File: config.mk
export PLATFORM = sky130hd
export DESIGN_NAME = model_state_feedback_monitor
export DESIGN_NICKNAME = d
export VERILOG_FILES = /design/src/rtl/model_state_feedback_monitor.sv
export SDC_FILE = /design/constraint.sdc
export NUM_CORES = 1
export LEC_CHECK = 0
export CAP_MARGIN = 20
export CORE_MARGIN = 1.5
export CORE_UTILIZATION = 45
export DETAILED_ROUTE_END_ITERATION = 12
export GPL_ROUTABILITY_DRIVEN = 0
export PLACE_DENSITY = 0.76
export SETUP_SLACK_MARGIN = 0.5
export SYNTH_ARGS = -nofsm -noshare
export SYNTH_HDL_FRONTEND = slang
export SYNTH_SLANG_ARGS = --single-unit
File: constraint.sdc
create_clock -name CLK -period 2.7 [get_ports CLK]
set_clock_uncertainty 0.2 [all_clocks]
set_input_delay 0.54 -clock CLK [delete_from_list [all_inputs] [get_ports CLK]]
set_output_delay 0.54 -clock CLK [all_outputs]
set_load 0.01 [all_outputs]
File: src/rtl/model_state_feedback_monitor.sv
// Response-side checker for the state-feedback model: walks the expected matrix shape,
// compares each element against the golden value and reports protocol, stall and error status.
module model_state_feedback_monitor #(
  parameter int unsigned DATA_SIZE    = 64,
  parameter int unsigned CONTROL_SIZE = 4,
  parameter int unsigned TOLERANCE    = 0,
  parameter int unsigned TIMEOUT      = 1024,
  parameter int unsigned ERROR_WIDTH  = 16
) (
  input  logic                    CLK,
  input  logic                    RST,
  input  logic                    START,
  input  logic [CONTROL_SIZE-1:0] SIZE_I_IN,
  input  logic [CONTROL_SIZE-1:0] SIZE_J_IN,
  input  logic                    DATA_OUT_I_ENABLE,
  input  logic                    DATA_OUT_J_ENABLE,
  input  logic [DATA_SIZE-1:0]    DATA_OUT,
  input  logic [DATA_SIZE-1:0]    EXPECTED_IN,
  input  logic                    READY,
  output logic                    DONE,
  output logic                    PASS,
  output logic [ERROR_WIDTH-1:0]  ERROR_COUNT,
  output logic [CONTROL_SIZE-1:0] FIRST_ERROR_I,
  output logic [CONTROL_SIZE-1:0] FIRST_ERROR_J,
  output logic                    PROTOCOL_ERROR,
  output logic                    TIMEOUT_FLAG
);

  localparam int unsigned CntW = $clog2(TIMEOUT + 1);
  localparam logic [CntW-1:0] TimeoutLast = CntW'(TIMEOUT - 1);
  localparam logic [CntW-1:0] CntOne = CntW'(1);
  localparam logic [CONTROL_SIZE-1:0] CtrlOne = CONTROL_SIZE'(1);
  localparam logic [ERROR_WIDTH-1:0] ErrOne = ERROR_WIDTH'(1);
  localparam logic [DATA_SIZE:0] TolVal = (DATA_SIZE + 1)'(TOLERANCE);

  typedef enum logic [2:0] {StIdle, StRowWait, StColumn, StEndWait, StFinish} state_e;

  state_e                  state_q, state_d;
  logic [CONTROL_SIZE-1:0] size_i_q, size_i_d, size_j_q, size_j_d;
  logic [CONTROL_SIZE-1:0] i_q, i_d, j_q, j_d;
  logic [CONTROL_SIZE-1:0] first_i_q, first_i_d, first_j_q, first_j_d;
  logic [ERROR_WIDTH-1:0]  err_q, err_d;
  logic                    proto_q, proto_d, to_q, to_d;
  logic [CntW-1:0]         cnt_q, cnt_d;

  logic                    accept, waiting, row_last, col_last, mismatch;
  logic [DATA_SIZE:0]      diff, abs_diff;

  // One extra bit so the difference of two extreme values cannot wrap.
  assign diff     = {DATA_OUT[DATA_SIZE-1], DATA_OUT} - {EXPECTED_IN[DATA_SIZE-1], EXPECTED_IN};
  assign abs_diff = diff[DATA_SIZE] ? -diff : diff;
  assign mismatch = abs_diff > TolVal;

  assign row_last = (i_q == size_i_q - CtrlOne);
  assign col_last = (j_q == size_j_q - CtrlOne);
  assign waiting  = (state_q == StRowWait) || (state_q == StColumn) || (state_q == StEndWait);

  always_comb begin
    state_d   = state_q;
    size_i_d  = size_i_q;
    size_j_d  = size_j_q;
    i_d       = i_q;
    j_d       = j_q;
    first_i_d = first_i_q;
    first_j_d = first_j_q;
    err_d     = err_q;
    proto_d   = proto_q;
    to_d      = to_q;
    cnt_d     = cnt_q;
    accept    = 1'b0;

    unique case (state_q)
      StIdle, StFinish: begin
        if (START) begin
          size_i_d  = SIZE_I_IN;
          size_j_d  = SIZE_J_IN;
          i_d       = '0;
          j_d       = '0;
          first_i_d = '0;
          first_j_d = '0;
          err_d     = '0;
          proto_d   = 1'b0;
          to_d      = 1'b0;
          cnt_d     = '0;
          state_d   = (SIZE_I_IN == '0 || SIZE_J_IN == '0) ? StEndWait : StRowWait;
        end
      end
      StRowWait: begin
        if (READY) begin
          proto_d = 1'b1;
          state_d = StFinish;
        end else if (DATA_OUT_J_ENABLE && DATA_OUT_I_ENABLE) begin
          accept = 1'b1;
          // Single-column rows complete on their first element.
          if (size_j_q == CtrlOne) begin
            if (row_last) state_d = StEndWait;
            else          i_d     = i_q + CtrlOne;
          end else begin
            j_d     = CtrlOne;
            state_d = StColumn;
          end
        end else if (DATA_OUT_J_ENABLE) begin
          proto_d = 1'b1;
        end
      end
      StColumn: begin
        if (READY) begin
          proto_d = 1'b1;
          state_d = StFinish;
        end else if (DATA_OUT_I_ENABLE) begin
          proto_d = 1'b1;
        end else if (DATA_OUT_J_ENABLE) begin
          accept = 1'b1;
          if (col_last) begin
            j_d = '0;
            if (row_last) begin
              state_d = StEndWait;
            end else begin
              i_d     = i_q + CtrlOne;
              state_d = StRowWait;
            end
          end else begin
            j_d = j_q + CtrlOne;
          end
        end
      end
      StEndWait: begin
        if (READY)                  state_d = StFinish;
        else if (DATA_OUT_J_ENABLE) proto_d = 1'b1;
      end
      default: state_d = StIdle;
    endcase

    // READY on the expiry cycle takes priority over the stall flag.
    if (waiting && !READY) begin
      if (accept) begin
        cnt_d = '0;
      end else if (cnt_q == TimeoutLast) begin
        to_d    = 1'b1;
        state_d = StFinish;
      end else begin
        cnt_d = cnt_q + CntOne;
      end
    end

    if (accept && mismatch) begin
      if (err_q == '0) begin
        first_i_d = i_q;
        first_j_d = j_q;
      end
      if (!(&err_q)) err_d = err_q + ErrOne;
    end
  end

  always_ff @(posedge CLK or negedge RST) begin
    if (!RST) begin
      state_q   <= StIdle;
      size_i_q  <= '0;
      size_j_q  <= '0;
      i_q       <= '0;
      j_q       <= '0;
      first_i_q <= '0;
      first_j_q <= '0;
      err_q     <= '0;
      proto_q   <= 1'b0;
      to_q      <= 1'b0;
      cnt_q     <= '0;
    end else begin
      state_q   <= state_d;
      size_i_q  <= size_i_d;
      size_j_q  <= size_j_d;
      i_q       <= i_d;
      j_q       <= j_d;
      first_i_q <= first_i_d;
      first_j_q <= first_j_d;
      err_q     <= err_d;
      proto_q   <= proto_d;
      to_q      <= to_d;
      cnt_q     <= cnt_d;
    end
  end

  assign DONE           = (state_q == StFinish);
  assign PASS           = DONE && (err_q == '0) && !proto_q && !to_q;
  assign ERROR_COUNT    = err_q;
  assign FIRST_ERROR_I  = first_i_q;
  assign FIRST_ERROR_J  = first_j_q;
  assign PROTOCOL_ERROR = proto_q;
  assign TIMEOUT_FLAG   = to_q;

endmodule

==> results of run 1 <==
## repair_timing
item	CTS
resized for setup	513
hold buffers	0
setup endpoints to repair	42
cloned	0
pin swaps	165
buffers inserted	107
## cell usage after synthesis (all sizes together) (6+ instances only)
cell type / number
o21a: 31
nor4: 40
o211ai: 21
a221o: 6
a221oi: 7
nor2: 162
a21o: 33
clkbuf: 58
xnor2: 37
and4: 6
o21ai: 142
nand2: 161
nand4: 55
nor3: 48
mux2: 6
nor3b: 18
or3: 18
a21oi: 137
or2: 20
a2111oi: 7
a31oi: 21
nand3: 68
nor2b: 15
nand2b: 15
buf: 23
nand3b: 8
inv: 103
nor4b: 11
o31ai: 11
and2: 16
o22ai: 11
o21bai: 8
o2111ai: 6
a21boi: 7
ha: 72
dfrtp: 56
and3: 32
or4: 12
o221ai: 6
a311o: 9
a22oi: 8
xor2: 22
a211oi: 23
## through the flow
step | util | instances
2_1_floorplan | - | 1663
3_3_place_gp | 0.730 | 2662
3_5_place_dp | 0.730 | 2662
4_1_cts | 0.831 | 2777
## cell families after synthesis
kind of cell / count (synthesis)
buf+inv: 184
mux: 11
xor+xnor: 59
simple gates: 721
compound gates: 559
fa+ha+maj: 73
flops: 56
## per-layer routing
| layer | GRT overflow | track usage |
|---|---|---|
| met2 | 605 | 1.07 |
| met5 | 3 | 0.462 |
| met4 | 278 | 1.00 |
| met3 | 13 | 0.777 |
| met1 | 43 | 0.847 |
==> summary.txt, run 1 <==
Outcome
  • Status: did not finish
  • Stopping stage: 5_1_grt
  • Error msg: [ERROR GRT-0232] Routing congestion too high. Check the congestion heatmap in the GUI.

Yosys
  • Synth top area cells: dfrtp_1, ha_1, a21oi_1, o21ai_0, nor2_1
  • Area share of the largest cell type after synthesis: 0.125
  • Post-synthesis sequential area ratio: 0.125
  • Syn Inst Count: roughly 1700
  • Post-synthesis mux area share: 0.0105
  • Compound-Gate Fraction of Synth Area: 0.334
  • Netlist Area Pre-Place: 11200 um2
  • Syn avg cell area: between 6 and 7 um2
  • Synth Area in XOR/XNOR: 0.0461
  • Synth Area in Simple Gates: 0.337
  • Asr flop ratio synth: 1.00
  • Post-synth net total: between 1500 and 2000
  • Post-Synth Adder-Cell Area: 0.0822
  • Synth unique cells: 98
  • Largest family of logic cells by synthesized area: simple AND/OR/NAND/NOR gates
  • Post-synth EDFFs: 0
  • Number of synthesized register bits: 56
  • Predominant post-synthesis flop cell: dfrtp_1
  • Synth area leader: dfrtp_1
  • Yosys warning count: 0

STA
  • Post-GRT worst EP: ERROR_COUNT[9]$_DFF_PN0_/D
  • Worst_ep kind: sequential cell input

Placed design
  • Port Buffers: 169
  • DP Worst Slack: -3.51 ns
  • Placed cell area: 17800 um2
  • Post-DP HPWL: 38800 um

GRT
  • Total track usage: 0.904
  • Total grt overflow: between 900 and 1000
  • Largest net degree at the start of global routing: 30

Floorplan
  • Initial Utilization: 0.460
  • I/O pins: 170
  • Die Ht: approximately 160 um
  • Die width: approximately 160 um
  • Number of core rows: 57

Clock tree
  • CTS H-tree depth: 2
  • CTS Sinks: 56
  • CTS Root Cell: clkbuf_16
  • Clock buffer depth: 2
  • CTS Buf Count: 5
==> run 2, diff against run 1 <==
Settings changed: CORE_UTILIZATION 45 to 30, PLACE_DENSITY 0.76 to not set, PLACE_DENSITY_LB_ADDON set to 0.15, SETUP_SLACK_MARGIN 0.5 to not set.
Clock period 2.7 ns to 3.5 ns, I/O delays scaled along.
==> summary.txt, run 2 <==
Floorplan
  • Die Ht: 196 um
  • Number of core rows: 70
  • I/O pins: 170
  • Die area: 38500 um2
  • Initial Utilization: 0.305
  • Core area: 36700 um2
  • Die width: 196 um

Placed design
  • Post-Place Cells: approximately 2800
  • Post-DP HPWL: about 41000 um
  • Port Buffers: 169

Yosys
  • Asr flop ratio synth: 1.00
  • Synth area leader: dfrtp_1
  • Syn avg cell area: 6.74 um2
  • Synth unique cells: 98
  • Predominant post-synthesis flop cell: dfrtp_1
  • Most frequent cell after synthesis: nor2_1
  • Post-synth EDFFs: 0
  • Netlist Area Pre-Place: 11200 um2
  • Post-synthesis sequential area ratio: 0.125
  • Syn Inst Count: roughly 1700
  • Area share of the largest cell type after synthesis: 0.125
  • Top post-synthesis cells by count: nor2_1, nand2_1, a21oi_1, o21ai_0, inv_1
  • Synth top area cells: dfrtp_1, ha_1, a21oi_1, o21ai_0, nor2_1
  • Post-synth net total: 1878
  • Number of synthesized register bits: 56
  • Yosys warning count: 0

Power and ir drop
  • PD cells: 290 nW/um2
  • P_leak: 9.18 nW
  • Max IR drop VDD: 0.000250 V

GRT
  • Largest net degree at the start of global routing: between 50 and 60
  • Total grt overflow: 0
  • Initial antenna violation count: 1
  • Total track usage: 0.255
  • Vias in the first global route: 15800
  • First-pass GRT wire length: about 81000 um

Finish
  • Multi-input gate area: between 10000 and 15000 um2
  • Fin nets: about 2700
  • P&R area growth vs syn: 90.4%
  • Post-Layout Cell Count: 2937
  • Fillers: 3408
  • Max reg flops: 16
  • Register area: 1400 um2
  • Layout cells sized above 1: 0.479
  • Commonest non-fill, non-tap cell in the layout: buf_4
  • Highest-count cells in the layout ignoring fill and taps: buf_4, nand2_1, nor2_1

Clock tree
  • CTS Sinks: 56
  • Clock buffer depth: 2
  • Worst-path clk slew: around 0.07 ns
  • TritonCTS clock tree: yes
  • CTS H-tree depth: 2
  • CTS Buf Count: 5
  • Clk_lat worst skew: around 0.3 ns
  • CTS Root Cell: clkbuf_16
  • Hold-fix buffers at CTS: 0

Worst setup path
  • FF-to-FF setup slack: 0.20 ns
  • CP startpoint kind: input port
  • Max FO, Critical Path: 8
  • Crit path to: ERROR_COUNT[5]
  • CP required: 3.47 ns
  • Worst EP arrival: 5.47 ns
  • Crit Reg-Reg Startpoint: ERROR_COUNT[0]
  • Crit end category: flip-flop
  • Capture point of the worst reg-to-reg path: ERROR_COUNT[15]
  • Critical path type: input port to flip-flop
  • Critical path origin: DATA_OUT[14]
  • R2R cell count: 15

STA
  • Fin crit period: 5.50 ns
  • Setup TNS: -46.51 ns
  • Max Freq: around 180 MHz
  • Max Transition Viols Final: 0
  • Slew headroom: 0.505
  • RSZ-0062 raised after global routing: true
  • Worst-margin pin slew: 0.736 ns
  • Final setup viols: 24
  • Period utilisation layout: 1.57
  • Final Hold Vio Count: 0
  • Final worst setup slack: -2.00 ns

Route
  • WL/cell: 17.8 um
  • DRC Markers: 0
  • DR vias/cell: ~5.6
  • Detailed Route Iter0 Violations: around 1200
  • Vias post-DR: 16400
  • Routed Antenna Nets: 0
  • DRT Wirelength: 52200 um
  • First-pass iteration count of the detailed router: 5

Flow run
  • Max-Cap Viols: 0

Outcome
  • Status: finished, violations left
  • Failing checks: setup timing

Worst hold path
  • HP Class: flip-flop to flip-flop
-- run 2: cell counts after synthesis --
No cell type changed its count.
-- run 2: per-stage QoR --
stage               worst slack [ns]  instance area, um2   util  power [mW]  hold WS [ns]
detailed placement             -2.97               17900  0.489        4.83         0.297
global placement               -3.06               17900  0.489        4.79         0.291
floorplan                      -1.82               11700      -        2.93         0.204
CTS                            -2.02               20200  0.551        5.84         0.315
finish                         -2.00               21300  0.582        6.20         0.309
global route                   -2.14               21300  0.582        6.62         0.338
-- run 2: logic make-up (layout without fill, tap and decap cells) --
family	count (synthesis)	after routing	synth area share
other	0	1	0
buffers and inverters	184	989	0.0660
XOR/XNOR	59	59	0.0461
AO/OA/AOI/OAI	559	559	0.334
flip-flops	56	56	0.125
AND/OR/NAND/NOR	721	721	0.337
multiplexers	11	11	0.0105
adder cells (fa/ha/maj)	73	73	0.0822
-- run 2: worst min-delay path by stage --
| stage | start | endpoint | slack, ns | depth (start not counted) |
|---|---|---|---|---|
| CTS | cnt_q[10] | cnt_q[10] | 0.32 | 2 |
| detailed placement | cnt_q[10] | cnt_q[10] | 0.30 | 2 |
| global route | TIMEOUT_FLAG | TIMEOUT_FLAG | 0.34 | 2 |
| floorplan | RST | ERROR_COUNT[0] | 0.20 | 0 |
| global placement | cnt_q[10] | cnt_q[10] | 0.29 | 2 |
| finish | TIMEOUT_FLAG | TIMEOUT_FLAG | 0.31 | 2 |
-- run 2: final cells by class --
| cell class | count | share of cell area |
|---|---|---|
| antenna | 1 | 0.000117 |
| clock inverter | 3 | 0.00199 |
| sequential | 56 | 0.0657 |
| timing repair buffer | 878 | 0.335 |
| inverter | 103 | 0.0191 |
| tap | 468 | 0.0274 |
| multi-input combinational | 1423 | 0.545 |
| clock buffer | 5 | 0.00586 |
-- run 2: timing repair --
item	CTS	global route
setup buffers	81	49
gates cloned	1	0
setup endpoints to repair	24	25
pin swaps	152	158
resized for setup	421	228
-- run 2: worst max-delay path, stage by stage --
cell and delay [ns]:
dlygate4sd2_1 0.26, ha_4 0.28, nand4_1 0.19, buf_4 0.17
nor2_4 0.03, a32o_2 0.26, o21a_1 0.20, or4_4 0.56
a21oi_4 0.19, or4b_4 0.53, nor3_4 0.21, and3_4 0.25
nand3_2 0.09, or3b_1 0.40, a21oi_2 0.16, o2111ai_2 0.18
o211ai_4 0.29, buf_12 0.17, nor3b_2 0.04, a311o_1 0.32
-- run 2: per-layer routing --
metal,GRT usage,vias to the layer above,wire length (um)
met5,0,-,0
met3,0.0270,131,2930
met2,0.437,596,24600
met1,0.331,7794,22600
li1,-,7863,-
met4,0.0897,0,2070
-- run 2: where the power goes --
part / leakage, nW / switching (mW) / internal, mW
combinational: 8.34 / 2.44 / 2.29
sequential: 0.759 / 0.147 / 0.753
clock: 0.0798 / 0.231 / 0.337
total: 9.18 / 2.82 / 3.38
No activity file was read; power rests on OpenSTA's default activity.
==> run 3, diff against run 2 <==
Settings changed: SETUP_SLACK_MARGIN set to 0.4.
==> summary.txt, run 3 (same netlist as run 2, synthesis figures left out) <==
Outcome
  • Status: finished, violations left
  • Failing checks: setup timing

Floorplan
  • Die width: slightly below 200 um
  • I/O pins: 170
  • Initial Utilization: 0.305
  • Die area: 38500 um2
  • Core area: 36700 um2
  • Die Ht: ~200 um
  • Number of core rows: 70

Power and ir drop
  • Final Total Pwr: 6.14 mW
  • Max IR drop VDD: 0.000248 V
  • PD cells: approximately 290 nW/um2
  • P_leak: 9.02 nW

Worst setup path
  • Critical path origin: EXPECTED_IN[3]
  • CP startpoint kind: input port
  • FF-to-FF setup slack: around 0.23 ns
  • Crit end category: flip-flop
  • Max FO, Critical Path: 8
  • Worst EP arrival: roughly 5.4 ns
  • Critical path type: input port to flip-flop
  • Crit Reg-Reg Startpoint: ERROR_COUNT[0]
  • CP required: 3.47 ns

STA
  • Final worst setup slack: -1.96 ns
  • Slew headroom: 0.505
  • Final Hold Vio Count: 0
  • Max Freq: 183 MHz
  • Fin crit period: 5.46 ns
  • Final setup viols: 24
  • Period utilisation layout: 1.56
  • RSZ-0062 raised after global routing: true
  • Worst-margin pin slew: about 0.74 ns
  • Max Transition Viols Final: 0

Route
  • Vias post-DR: ~16000
  • Detailed Route Iter0 Violations: 1248
  • Routed Antenna Nets: 0
  • DR vias/cell: between 5 and 6
  • WL/cell: 17.6 um
  • DRC Markers: 0
  • First-pass iteration count of the detailed router: 6
  • DRT Wirelength: 51200 um

Placed design
  • Port Buffers: 169
  • Post-DP HPWL: around 41000 um
  • DP Worst Slack: -2.97 ns

Finish
  • Fin nets: 2660
  • P&R area growth vs syn: 87.5%
  • Highest-count cells in the layout ignoring fill and taps: buf_4, nand2_1, nor2_1
  • Commonest non-fill, non-tap cell in the layout: buf_4
  • Post-layout util: 0.573
  • Layout cells sized above 1: 0.465
  • Max reg flops: 16

Clock tree
  • CTS H-tree depth: 2
  • Clk_lat worst skew: roughly 0.3 ns
  • CTS Buf Count: 5
  • CTS Root Cell: clkbuf_16
  • Clock buffer depth: 2
  • Worst-path clk slew: 0.07 ns
  • Hold-fix buffers at CTS: 0
  • TritonCTS clock tree: yes
  • CTS Sinks: 56

GRT
  • Total track usage: 0.255
  • Largest net degree at the start of global routing: 57
  • Total grt overflow: 0
  • Vias in the first global route: between 15000 and 20000
  • Initial antenna violation count: 1
  • First-pass GRT wire length: 80500 um

Worst hold path
  • Beginning of the worst hold path: TIMEOUT_FLAG
  • HP Class: flip-flop to flip-flop

Flow run
  • Max-Cap Viols: 0
==> run 3: final timing paths <==
| path | cells past startpoint | to |
|---|---|---|
| worst min register to register | 2 | TIMEOUT_FLAG |
| min in group asynchronous | 2 | ERROR_COUNT[4] |
| max in group asynchronous | 2 | ERROR_COUNT[0] |
| worst max-delay path | 22 | ERROR_COUNT[6] |
| worst min-delay path | 2 | TIMEOUT_FLAG |
| worst max register to register | 15 | ERROR_COUNT[15] |
==> run 3: stage by stage <==
step	std cells	setup TNS, ns	instance area (um2)	hold slack, ns
2_1_floorplan	1663	-40.50	11700	0.204
3_3_place_gp	2804	-70.96	17900	0.291
3_5_place_dp	2804	-68.91	17900	0.297
4_1_cts	2890	-45.74	20100	0.315
5_1_grt	2914	-49.43	21000	0.338
6_report	2915	-45.61	21000	0.310
==> run 3: layout make-up <==
type | count | area [um2]
fill | 3445 | 15700
multi-input combinational | 1423 | 11500
timing repair buffer | 856 | 6950
sequential | 56 | 1400
tap | 468 | 586
inverter | 103 | 407
clock buffer | 5 | 125
clock inverter | 3 | 42.5
antenna | 1 | 2.50
==> run 3: power by group <==
group          internal (mW)  switching (mW)
registers              0.755           0.146
logic                   2.27            2.40
clock network          0.336           0.230
==> run 3: worst max-delay path, stage by stage <==
cell,delay (ns)
clkdlybuf4s15_1,0.17
inv_2,0.04
ha_4,0.16
buf_4,0.14
a21o_1,0.21
a21o_1,0.18
buf_4,0.14
o21ai_4,0.21
a21oi_1,0.12
or3_4,0.36
a211oi_2,0.32
nand4_1,0.22
or4b_4,0.59
buf_6,0.15
o21a_1,0.17
or4_1,0.48
o21ai_2,0.15
nand3_2,0.13
o211ai_4,0.26
buf_12,0.16
nor3b_1,0.05
a311o_1,0.32
==> run 3: per-layer routing <==
layer,share of wire,wire (um),up-vias,track usage
met5,0,0,-,0
met4,0.038,1920,0,0.0880
met3,0.059,3020,128,0.0237
met2,0.47,24000,597,0.436
met1,0.44,22300,7706,0.334
li1,-,-,7843,-
==> run 3: timing repair <==
item | in CTS | in global routing
gates resized for setup | 435 | 187
endpoints found under the setup margin | 25 | 25
cloned | 1 | 0
pin swaps | 151 | 103
buffers inserted | 77 | 24
